`config.mk`:
```
export PLATFORM = sky130hd
export DESIGN_NAME = mem_dma_engine
export DESIGN_NICKNAME = d
export VERILOG_FILES = /design/src/rtl/mem_dma_engine.sv
export SDC_FILE = /design/constraint.sdc
export NUM_CORES = 1
export LEC_CHECK = 0
export CAP_MARGIN = 20
export CORE_ASPECT_RATIO = 1.2
export CORE_MARGIN = 4
export CORE_UTILIZATION = 25
export DETAILED_ROUTE_END_ITERATION = 16
export GPL_ROUTABILITY_DRIVEN = 0
export HOLD_SLACK_MARGIN = 0.15
export PLACE_DENSITY_LB_ADDON = 0.12
export RECOVER_POWER = 100
export SYNTH_ARGS = -nofsm -noshare
export SYNTH_HDL_FRONTEND = slang
export SYNTH_SLANG_ARGS = --single-unit
```
`constraint.sdc`:
```
create_clock -name clock -period 5.8 [get_ports clock]
set_input_delay 1.16 -clock clock [delete_from_list [all_inputs] [get_ports clock]]
set_output_delay 1.16 -clock clock [all_outputs]
set_load 0.02 [all_outputs]
```
`src/rtl/mem_dma_engine.sv`:
```
// mem_dma_engine
//   Burst transfer engine driving the data memory's external word port.
//   A command selects direction, first word address and length. Write
//   bursts move words from the s_* stream into memory; read bursts move
//   words from memory out on the m_* stream through a small return FIFO.
//
// Ports
//   clock, reset_n        : single rising-edge clock, async active-low reset
//   cmd_valid/cmd_ready   : command handshake
//   cmd_write             : 1 = stream->memory, 0 = memory->stream
//   cmd_addr, cmd_len     : first word address, length in words (0 = empty)
//   s_valid/s_ready/s_data: write-burst input stream
//   m_valid/m_ready/m_data: read-burst output stream
//   ext_valid/ext_write/ext_addr/ext_wdata/ext_rdata : memory port
//   busy                  : command accepted and not yet completed
//   done                  : one-cycle completion pulse
module mem_dma_engine #(
    parameter int DATA_WIDTH = 32,
    parameter int ADDR_WIDTH = 12,
    parameter int LEN_WIDTH  = 13,
    parameter int FIFO_DEPTH = 4
) (
    input  logic                  clock,
    input  logic                  reset_n,
    input  logic                  cmd_valid,
    output logic                  cmd_ready,
    input  logic                  cmd_write,
    input  logic [ADDR_WIDTH-1:0] cmd_addr,
    input  logic [LEN_WIDTH-1:0]  cmd_len,
    input  logic                  s_valid,
    output logic                  s_ready,
    input  logic [DATA_WIDTH-1:0] s_data,
    output logic                  m_valid,
    input  logic                  m_ready,
    output logic [DATA_WIDTH-1:0] m_data,
    output logic                  ext_valid,
    output logic                  ext_write,
    output logic [ADDR_WIDTH-1:0] ext_addr,
    output logic [DATA_WIDTH-1:0] ext_wdata,
    input  logic [DATA_WIDTH-1:0] ext_rdata,
    output logic                  busy,
    output logic                  done
);

    localparam int PTR_W = $clog2(FIFO_DEPTH);
    localparam int CNT_W = PTR_W + 1;

    localparam logic [1:0] ST_IDLE  = 2'd0;
    localparam logic [1:0] ST_WRITE = 2'd1;
    localparam logic [1:0] ST_READ  = 2'd2;
    localparam logic [1:0] ST_DRAIN = 2'd3;

    // Reset asserts asynchronously but is released on a clock edge so all
    // state leaves reset in the same cycle.
    logic rst_meta_n;
    logic rst_sync_n;

    always_ff @(posedge clock or negedge reset_n) begin
        if (!reset_n) begin
            rst_meta_n <= 1'b0;
            rst_sync_n <= 1'b0;
        end else begin
            rst_meta_n <= 1'b1;
            rst_sync_n <= rst_meta_n;
        end
    end

    logic [1:0]            state;
    logic                  dir_write;
    logic [ADDR_WIDTH-1:0] cur_addr;
    logic [LEN_WIDTH-1:0]  remaining;
    logic                  busy_r;
    logic                  done_r;

    logic [DATA_WIDTH-1:0] fifo_mem [FIFO_DEPTH];
    logic [PTR_W-1:0]      wr_ptr;
    logic [PTR_W-1:0]      rd_ptr;
    logic [CNT_W-1:0]      fifo_count;
    logic [CNT_W-1:0]      in_flight;
    logic                  vld_p1;

    logic                  cmd_fire;
    logic                  s_fire;
    logic                  m_pop;
    logic                  fifo_push;
    logic                  rd_issue;
    logic                  drain_exit;
    logic [CNT_W:0]        occupancy;

    // cmd_ready is held low during reset and in the done cycle so a new
    // command is only taken once the previous completion has been seen.
    assign cmd_ready = rst_sync_n && (state == ST_IDLE) && !done_r;
    assign cmd_fire  = cmd_valid && cmd_ready;

    assign s_ready   = (state == ST_WRITE) && (remaining != '0);
    assign s_fire    = s_valid && s_ready;

    assign m_valid   = (fifo_count != '0);
    assign m_pop     = m_valid && m_ready;
    assign m_data    = m_valid ? fifo_mem[rd_ptr] : '0;

    assign fifo_push = vld_p1;

    // in_flight counts a read from the cycle it is decided, so the FIFO can
    // never be asked to hold more words than it has slots.
    assign occupancy = {1'b0, fifo_count} + {1'b0, in_flight};
    assign rd_issue  = (state == ST_READ) && (remaining != '0) &&
                       (occupancy < (CNT_W + 1)'(FIFO_DEPTH));

    // A write burst's DRAIN lasts exactly the cycle of the last ext write.
    // A read burst leaves once nothing is in flight and the final word is
    // being taken this cycle (or the FIFO is already empty).
    assign drain_exit = (state == ST_DRAIN) &&
                        (dir_write ||
                         ((in_flight == '0) &&
                          ((fifo_count == '0) ||
                           ((fifo_count == CNT_W'(1)) && m_pop))));

    assign busy = busy_r;
    assign done = done_r;

    always_ff @(posedge clock or negedge rst_sync_n) begin
        if (!rst_sync_n) begin
            state     <= ST_IDLE;
            dir_write <= 1'b0;
            cur_addr  <= '0;
            remaining <= '0;
            busy_r    <= 1'b0;
            done_r    <= 1'b0;
        end else begin
            done_r <= 1'b0;
            case (state)
                ST_IDLE: begin
                    if (cmd_fire) begin
                        dir_write <= cmd_write;
                        cur_addr  <= cmd_addr;
                        remaining <= cmd_len;
                        if (cmd_len == '0) begin
                            done_r <= 1'b1;
                        end else begin
                            busy_r <= 1'b1;
                            state  <= cmd_write ? ST_WRITE : ST_READ;
                        end
                    end
                end
                ST_WRITE: begin
                    if (s_fire) begin
                        cur_addr  <= cur_addr + ADDR_WIDTH'(1);
                        remaining <= remaining - LEN_WIDTH'(1);
                        if (remaining == LEN_WIDTH'(1)) begin
                            state <= ST_DRAIN;
                        end
                    end
                end
                ST_READ: begin
                    if (rd_issue) begin
                        cur_addr  <= cur_addr + ADDR_WIDTH'(1);
                        remaining <= remaining - LEN_WIDTH'(1);
                        if (remaining == LEN_WIDTH'(1)) begin
                            state <= ST_DRAIN;
                        end
                    end
                end
                default: begin
                    if (drain_exit) begin
                        done_r <= 1'b1;
                        busy_r <= 1'b0;
                        state  <= ST_IDLE;
                    end
                end
            endcase
        end
    end

    // ---- stage p0: memory access presented on the ext port ----
    always_ff @(posedge clock or negedge rst_sync_n) begin
        if (!rst_sync_n) begin
            ext_valid <= 1'b0;
            ext_write <= 1'b0;
            ext_addr  <= '0;
            ext_wdata <= '0;
        end else begin
            ext_valid <= s_fire || rd_issue;
            ext_write <= s_fire;
            if (s_fire || rd_issue) begin
                ext_addr <= cur_addr;
            end
            if (s_fire) begin
                ext_wdata <= s_data;
            end
        end
    end

    // ---- stage p1: read data valid on ext_rdata, pushed at end of cycle ----
    always_ff @(posedge clock or negedge rst_sync_n) begin
        if (!rst_sync_n) begin
            vld_p1     <= 1'b0;
            wr_ptr     <= '0;
            rd_ptr     <= '0;
            fifo_count <= '0;
            in_flight  <= '0;
        end else begin
            vld_p1     <= ext_valid && !ext_write;
            if (fifo_push) begin
                wr_ptr <= wr_ptr + PTR_W'(1);
            end
            if (m_pop) begin
                rd_ptr <= rd_ptr + PTR_W'(1);
            end
            fifo_count <= fifo_count + CNT_W'(fifo_push) - CNT_W'(m_pop);
            in_flight  <= in_flight + CNT_W'(rd_issue) - CNT_W'(fifo_push);
        end
    end

    // ---- stage p2: FIFO storage, head presented on m_data ----
    always_ff @(posedge clock) begin
        if (fifo_push) begin
            fifo_mem[wr_ptr] <= ext_rdata;
        end
    end

endmodule

```
==> results of run 1 <==
[cells by family after synthesis]
family / after synthesis / synth area share, %
AO/OA/AOI/OAI: 77 / 5.06
other: 1 / 0.0404
multiplexers: 80 / 13.8
flip-flops: 217 / 65.3
XOR/XNOR: 7 / 0.660
AND/OR/NAND/NOR: 159 / 9.66
adder cells (fa/ha/maj): 21 / 2.99
buffers and inverters: 50 / 2.41
[registers in the layout, summed over array words and instances (netlist names)]
| signal | cells |
|---|---|
| ext_addr | 12 |
| ext_wdata | 32 |
| rst_sync_n | 1 |
| rst_meta_n | 1 |
| fifo_push | 1 |
| fifo_mem | 128 |
| done | 1 |
| fifo_count | 3 |
| rd_ptr | 2 |
| dir_write | 1 |
| state | 2 |
| wr_ptr | 2 |
| ext_write | 1 |
| ext_valid | 1 |
| cur_addr | 12 |
| busy | 1 |
| remaining | 13 |
| in_flight | 3 |
[worst max-delay path: stages (launching register included)]
cell           delay (ns)
dfrtp_1              1.63
and3b_1              0.37
dlygate4sd3_1        0.69
[report_power, final]
group | switching (uW) | internal, uW | total, uW | leakage (uW)
sequential | 397 | 2080 | 2470 | 0.00221
clock | 615 | 1000 | 1620 | 0.000418
combinational | 1510 | 1390 | 2900 | 0.00186
[path summary, 6_finish.rpt]
| check | cells past startpoint | to |
|---|---|---|
| worst max-delay path | 2 | cmd_ready |
| worst min-delay path | 0 | rst_sync_n |
| worst max register to register | 7 | remaining[0] |
| worst min register to register | 0 | rst_sync_n |
| max in group asynchronous | 1 | cur_addr[2] |
| min in group asynchronous | 0 | ext_wdata[6] |
[per-stage QoR]
stage	instances	instance area (um^2)
after floorplan	612	9290
after global placement	1238	11600
after detailed placement	1238	11600
after CTS	1283	12400
after global routing	1284	12400
final	1285	12400
[routing by layer]
layer,wire length (um),vias to the layer above,track usage (%)
met1,9240,2854,13.3
met4,427,0,2.88
met2,11600,177,20.3
met5,0,-,0
met3,1730,27,3.20
li1,-,2662,-
[layout by cell type, fill, tap and decap left out, drive strengths merged, types with 3 or more instances in the layout]
cell and instances:
ha 19, clkdlybuf4s50 86, xor2 3, clkbuf 34, o21ai 30, mux4 32
clkinv 9, a21oi 23, xnor2 4, buf 3, and4 3, dfrtp 89
nand4 13, nor4 6, nand2 32, a211oi 8, dlygate4sd3 91, mux2 46
o22ai 4, nor2 22, nand3b 3, nand3 7, and3 5, nor2b 3
nor3 12, bufinv 4, inv 21, and2 43, edfxtp 128
[final cells by class]
cell class,count,share of cell area [%]
tap,474,4.80
inverter,20,0.607
clock inverter,14,1.36
clock buffer,31,5.49
antenna,1,0.0202
timing repair buffer,183,14.7
sequential,217,49.1
multi-input combinational,345,23.9
==> metrics, run 1 <==
status finished, violations left; failing checks capacitance limit, slew limit; synthesis-stage register bit count 217; Mapped Area between 0.009 and 0.01 mm^2; hold buffer count at cts 0; Worst setup startpoint rst_sync_n; cell count after synthesis 612; endpoint type of the worst setup path output pin; peak fanout along the critical path 45; synth warn 0; clock tree from TritonCTS yes; effective utilization at floorplan 25.2%; most numerous cell in the Yosys netlist edfxtp_1; DRC 0; area growth from synthesis to layout 33.0%; residual overflow from global routing 0; clock sink total 217; mean cell area of the mapped netlist 15.2 um^2; Min-Delay Startpoint rst_meta_n; arrival time at the worst endpoint 3.26 ns; Pleak 0.00449 uW; number of buffers inserted by port buffering approximately 180; multi-input gate area in the final layout 0.00296 mm^2; crit path kind flip-flop to output pin; Total Negative Setup Slacks 0 ns; routed vias roughly 5.7k; Final Core Density 33.6%; FILL cells 3605; clk buf depth 3; routed len/inst approximately 18 um; Hold Path Class flip-flop to flip-flop; Vias per Instance 4.45; biggest area consumer among synthesized cells edfxtp_1; number of core rows 77; sequential share of the synthesized area 65.3%; via count of the first global-routing pass between 6k and 7k; number of pins exceeding their max-slew limit in the final report 294; CP Data Required Time 4.64 ns; Fmax achieved 0.226 GHz; number of antenna violations at the first check in global routing 0; count of antenna-violating nets left after detailed routing 0; number of top-level pins roughly 180; Max H-tree Level 1; number of setup violations in the final report 0; Seq. cell area 0.00607 mm^2; element type at the critical path start flip-flop; leading cell types by count after synthesis edfxtp_1, dfrtp_1, and2_1, mux2_2; clock insertion delay at the later pin of the skew report 0.53 ns; Starting DRT DRC Count roughly 330; Root Driver clkbuf_16; top cells by area in the synthesized netlist edfxtp_1, dfrtp_1, mux4_2, mux2_2, and2_1; number of maximum-capacitance violations 8; number of hold violations in the final report 0; reg2reg setup slack about 1.5 ns; final clock skew about 0.014 ns; top cell type's share of synthesized area 41.4%; post-synthesis async set-or-reset flop share 41.0%; worst vdd ir 0.229 mV; global-route wire length before repair 36.1 mm; fraction of layout instances using a drive strength above 1 15.1%; # Post-CTS Setup Buffers 0; Worst Max-Slew Pin Slew 2.71 ns; pin count of the biggest net entering global routing 46; Total Die Area between 0.04 and 0.05 mm^2; overall die height 219 um; flip-flop cell with the highest count after synthesis edfxtp_1; number of enable flip-flop cells after synthesis 128; clock slew at reported path FFs 0.06 ns; unrepaired setup endpoints after global routing false; Post-layout nets roughly 910; CTS resizes 0; relative slew slack -80.8%; Hold Slack 0.348 ns; post-route clock period utilization 76.3%; estimated wirelength of the detail-placed design 15.4 mm; fin worst setup slack 1.38 ns; CTS buffer count 25; chip width 184 um; Place WS 1.99 ns; first-pass iteration count of the detailed router 4; Syn Nets 728; number of different library cells in the post-synthesis netlist 55; post-layout power 7000 uW; overall routed net length approximately 23 mm; total core area 0.0368 mm^2; total power density per cell area between 500 and 600 mW/mm^2; total routing usage reported by global routing 11.3%; Final min period 4.42 ns; startpoint of the worst-slack reg-to-reg timing path rst_sync_n
(Power assumes the default switching activity.)
==> run 2, diff against run 1 <==
==> constraint.sdc (replaced) <==
create_clock -name clock -period 4.2 [get_ports clock]
set_input_delay 0.84 -clock clock [delete_from_list [all_inputs] [get_ports clock]]
set_output_delay 0.84 -clock clock [all_outputs]
set_load 0.02 [all_outputs]
==> run 2 against run 1 <==
Compared with the run above: the run still ends with capacitance limit, slew limit left; register-to-register slack got worse by 0.90 ns; core utilization decreased by 0.25 points; hold slack got worse by 0.057 ns; clock skew increased by 0.0053 ns; largest power group unchanged; total power increased by 34%; flip-flop and latch count unchanged; via count increased by 1.2%; sequential share of layout area increased by 0.37 points; combinational power increased by 37%; critical path type unchanged; non-clock buffer count increased by 2; sequential power increased by 37%.
==> metrics, run 2 (synthesized netlist as in run 1, its figures left out) <==
status finished, violations left; failing checks capacitance limit, slew limit; flip-flop count of the largest register, all copies and words added ~130; CTS buffer count 25; Starting DRT DRC Count 349; cell with the largest stage delay on the worst path dfrtp_2; CP Data Required Time around 3.4 ns; number of antenna violations at the first check in global routing 0; Critical Path Max Stage Delay 0.67 ns; number of cells traversed by the worst register-to-register path 5; element type at the critical path start flip-flop; clock tree from TritonCTS yes; number of top-level pins roughly 180; routed len/inst between 15 and 20 um; overall routed net length 23.1 mm; DRC 0; Hold Slack 0.291 ns; Fmax achieved ~0.27 GHz; crit path kind flip-flop to output pin; startpoint of the worst-slack reg-to-reg timing path remaining[5]; estimated wirelength of the detail-placed design 15.3 mm; via count of the first global-routing pass 6424; largest registers ranked by flip-flop count fifo_mem (128), ext_wdata (32), remaining (13); unrepaired setup endpoints after global routing false; Vias per Instance 4.50; Max H-tree Level 1; terminus of the critical flop-to-flop path ext_addr[1]; switching power as a share of total power between 30% and 40%; first-pass iteration count of the detailed router 7; total core area 0.0368 mm^2; relative slew slack -84.6%; arrival time at the worst endpoint 2.86 ns; clk buf depth 3; Total Die Area between 0.04 and 0.05 mm^2; Pleak approximately 0.0045 uW; post-route clock period utilization between 80% and 90%; clock insertion delay at the later pin of the skew report 0.52 ns; peak fanout along the critical path 23; fin worst setup slack ~0.50 ns; # Post-CTS Setup Buffers 0; number of antenna cells inserted 0; worst setup path endpoint m_data[24]; total internal power 5880 uW; Most flops, register fifo_mem; Post-layout nets 910; residual overflow from global routing 0; CTS resizes 0; clock slew at reported path FFs around 0.060 ns; fraction of power consumed by the clock network 21.3%; Total Negative Setup Slacks 0 ns; reg2reg setup slack 0.60 ns; clock sink total around 220; endpoint type of the worst setup path output pin; area growth from synthesis to layout 32.0%; number of setup violations in the final report 0; Place WS 0.846 ns; sequential fraction of design power 36.2%; count of antenna-violating nets left after detailed routing 0; fraction of layout instances using a drive strength above 1 about 14%; effective utilization at floorplan 25.2%; Final min period approximately 3.7 ns; total routing usage reported by global routing 11.4%; worst vdd ir about 0.4 mV; Root Driver clkbuf_16; overall die height 219 um; global-route wire length before repair 36.3 mm; number of buffers inserted by port buffering 177; FILL cells 3643; chip width between 150 and 200 um; most common library cell in the layout ignoring fill and taps edfxtp_1; top library cells by usage in the layout, fill and taps aside edfxtp_1, dlygate4sd3_1, dfrtp_1; total power density per cell area 762 mW/mm^2; number of core rows 77; number of pins exceeding their max-slew limit in the final report 196; combinational share of power 42.5%; CP Cell Sequence buf_12 > mux4_2 > and2_1 > dlygate4sd3_1; switching component of the power 3470 uW; Worst setup startpoint rd_ptr[0]; final clock skew 0.0190 ns; Hold Path Class flip-flop to asynchronous set/reset pin; number of maximum-capacitance violations 6; placed insts 1241; number of hold violations in the final report 0; pin count of the biggest net entering global routing a little under 50; hold buffer count at cts 0; routed vias 5790; Worst Max-Slew Pin Slew 2.77 ns; Final Core Density 33.3%; Layout Cells excl Fill 1286
-- run 2: cell count changes in the layout (fill, tap and decap cells not counted), sizes merged --
cell	before	now
clkdlybuf4s50	86	63
buf	3	4
bufinv	4	1
clkinv	9	12
clkinvlp	0	1
diode	1	0
dlygate4sd3	91	114
-- run 2: critical path: cells and delay by family (launching register included) --
kind / cells / cell delay (ns)
buffers and inverters: 2 / 0.95
DFF: 1 / 0.67
muxes: 1 / 0.54
and+or+nand+nor: 1 / 0.18
-- run 2: cell type report --
class / instances / area (um^2) / area share (%)
clock inverter: 15 / 103 / 0.836
sequential: 217 / 6070 / 49.5
timing repair buffer: 185 / 1830 / 14.9
tap: 474 / 593 / 4.83
clock buffer: 30 / 644 / 5.25
multi-input combinational: 345 / 2950 / 24.0
inverter: 20 / 75.1 / 0.612
-- run 2: metal layers --
metal	track usage, %	wire (um)
met2	20.1	11600
met3	3.32	1630
met1	13.8	9430
met5	0	0
met4	2.71	362
-- run 2: worst min-delay path by stage --
stage | slack (ns) | from | cells past startpoint | end
after floorplan | 0.33 | rst_meta_n | 0 | rst_sync_n
after global placement | 0.20 | rst_sync_n | 0 | ext_wdata[2]
after detailed placement | 0.20 | rst_sync_n | 0 | cur_addr[1]
after CTS | 0.22 | rst_sync_n | 0 | cur_addr[0]
after global routing | 0.37 | rst_sync_n | 0 | cur_addr[1]
final | 0.29 | rst_sync_n | 0 | cur_addr[1]
-- run 2: stage by stage --
stage / total power (uW) / cell area (um^2)
after floorplan: 6050 / 9290
after global placement: 7680 / 11600
final: 9350 / 12300
after detailed placement: 7760 / 11600
after CTS: 9840 / 12300
after global routing: 10100 / 12300
-- run 2: power groups by stage --
stage                     Clock, uW  Combinational, uW  Sequential (uW)
after global placement            0               4260             3420
final                          1990               3980             3390
after detailed placement          0               4320             3450
after floorplan                   0               2560             3490
after CTS                      2090               4330             3420
after global routing           2170               4400             3490
==> run 3, diff against run 2 <==
--- a/config.mk
+++ b/config.mk
@@ -14,6 +14,8 @@
 export HOLD_SLACK_MARGIN = 0.15
 export PLACE_DENSITY_LB_ADDON = 0.12
 export RECOVER_POWER = 100
+export REMOVE_ABC_BUFFERS = 1
 export SYNTH_ARGS = -nofsm -noshare
 export SYNTH_HDL_FRONTEND = slang
 export SYNTH_SLANG_ARGS = --single-unit
+export TNS_END_PERCENT = 20
==> run 3 against run 2 <==
Compared with the run above: the run still ends with capacitance limit, slew limit left; non-clock buffer count rose by 2; setup slack lost 0.057 ns; die area stayed put; combinational power is 4% higher; via count about the same; global-route usage hardly changed; clock skew is 0.0064 ns lower; flip-flop and latch count unchanged; total power increased by 1.9%; first-iteration DRC count down 34%; clock-buffer cell count up 5; core utilization is 0.15 points higher; critical path type unchanged.
==> metrics, run 3 (synthesized netlist as in run 1, its figures left out) <==
number of hold violations in the final report 0; Final Core Density 33.5%; Final min period 3.76 ns; crit path kind flip-flop to output pin; estimated wirelength of the detail-placed design 15.5 mm; number of antenna violations at the first check in global routing 1; final clock skew approximately 0.013 ns; element type at the critical path start flip-flop; top library cells by usage in the layout, fill and taps aside edfxtp_1, dlygate4sd3_1, dfrtp_1; peak fanout along the critical path 26; pin count of the biggest net entering global routing between 40 and 50; CP Data Required Time 3.36 ns; total core area 0.0368 mm^2; clk buf depth 3; fin worst setup slack between 0.4 and 0.5 ns; Hold Path Class flip-flop to flip-flop; Root Driver clkbuf_16; flip-flop count of the largest register, all copies and words added 128; DP Area 0.0116 mm^2; endpoint type of the worst setup path output pin; chip width 184 um; Pleak 0.00449 uW; routed vias just under 6k; clock insertion delay at the later pin of the skew report 0.53 ns; number of core rows 77; number of top-level pins 178; number of buffers inserted by port buffering 177; number of antenna cells inserted 0; reg2reg setup slack 0.73 ns; unrepaired setup endpoints after global routing false; Max H-tree Level 1; total power density per cell area 774 mW/mm^2; failing checks capacitance limit, slew limit; number of setup violations in the final report 0; Place WS 1.17 ns; CTS buffer count 26; number of maximum-capacitance violations 7; global-route wire length before repair 36.3 mm; number of pins exceeding their max-slew limit in the final report 226; Post-layout nets between 900 and 1k; Fmax achieved 0.266 GHz; Most flops, register fifo_mem; fraction of layout instances using a drive strength above 1 between 10% and 20%; DRC 0; Vias per Instance 4.49; post-route clock period utilization 89.5%; Total Die Area 0.0403 mm^2; status finished, violations left; # Post-CTS Setup Buffers 0; clock sink total about 220; worst vdd ir 0.377 mV; Layout Cells excl Fill 1290; Starting DRT DRC Count 232; via count of the first global-routing pass 6267; overall die height around 220 um; count of antenna-violating nets left after detailed routing 0; clock tree from TritonCTS yes; clock slew at reported path FFs around 0.060 ns; largest registers ranked by flip-flop count fifo_mem (128), ext_wdata (32), remaining (13); effective utilization at floorplan 25.2%; Worst Max-Slew Pin Slew 2.66 ns; total routing usage reported by global routing 11.4%; placed insts about 1.2k; overall routed net length 23.4 mm; relative slew slack -77.4%; arrival time at the worst endpoint 2.92 ns; routed len/inst 18.1 um; cell area after layout roughly 0.012 mm^2; residual overflow from global routing 0; most common library cell in the layout ignoring fill and taps edfxtp_1; area growth from synthesis to layout 32.6%; first-pass iteration count of the detailed router 4
==> run 3: cell types whose count changed in the layout (fill, tap and decap cells not counted), sizes merged <==
cell           change
clkdlybuf4s50     +18
clkinv             -3
clkbuf             +5
clkinvlp           +1
bufinv             -1
dlygate4sd3       -17
buf                +1
==> run 3: through the flow <==
step	setup TNS (ns)	hold slack [ns]	total power [uW]
floorplan	-0.0115	0.331	5920
global placement	0	0.118	7700
detailed placement	0	0.119	7800
CTS	0	0.351	9910
global route	0	0.352	10200
finish	0	0.347	9530
==> run 3: final timing paths <==
kind | start | to | cells past startpoint
min reg2reg | rst_meta_n | rst_sync_n | 0
max in group asynchronous | rst_sync_n | rd_ptr[1] | 2
max | rd_ptr[0] | m_data[3] | 4
min | rst_meta_n | rst_sync_n | 0
min in group asynchronous | reset_n | rst_sync_n | 1
max reg2reg | state[1] | remaining[1] | 9
==> run 3: what timing repair did <==
| action | in CTS | in global routing |
|---|---|---|
| hold buffers | 1 | 0 |
| hold endpoints to repair | 1 | 0 |
| resized for setup | 0 | 0 |
==> run 3: layout make-up <==
cell class	count	area, um^2
well taps	474	593
clock buffers	35	706
multi-input cells	345	2960
repair buffers	187	1850
inverters	20	75.1
fillers	3605	24500
flip-flops and latches	217	6080
clock inverters	12	62.6
==> run 3: metal layers <==
layer,GRT usage (%),part of all wire (%),vias to the layer above
met2,20.1,50,169
met5,0,0,-
met3,3.00,6.8,43
li1,-,-,2670
met4,3.55,2.5,0
met1,13.7,40,2904
==> run 3: worst max-delay path: stages (launching register included) <==
cell,delay (ns)
dfrtp_1,0.72
buf_12,0.32
mux4_2,0.53
and2_1,0.16
dlygate4sd3_1,0.64
==> run 3: power breakdown <==
group	total, uW	internal, uW	switching (uW)
logic	4130	1960	2170
clock network	2040	1170	865
registers	3360	2870	492
total	9530	6000	3530
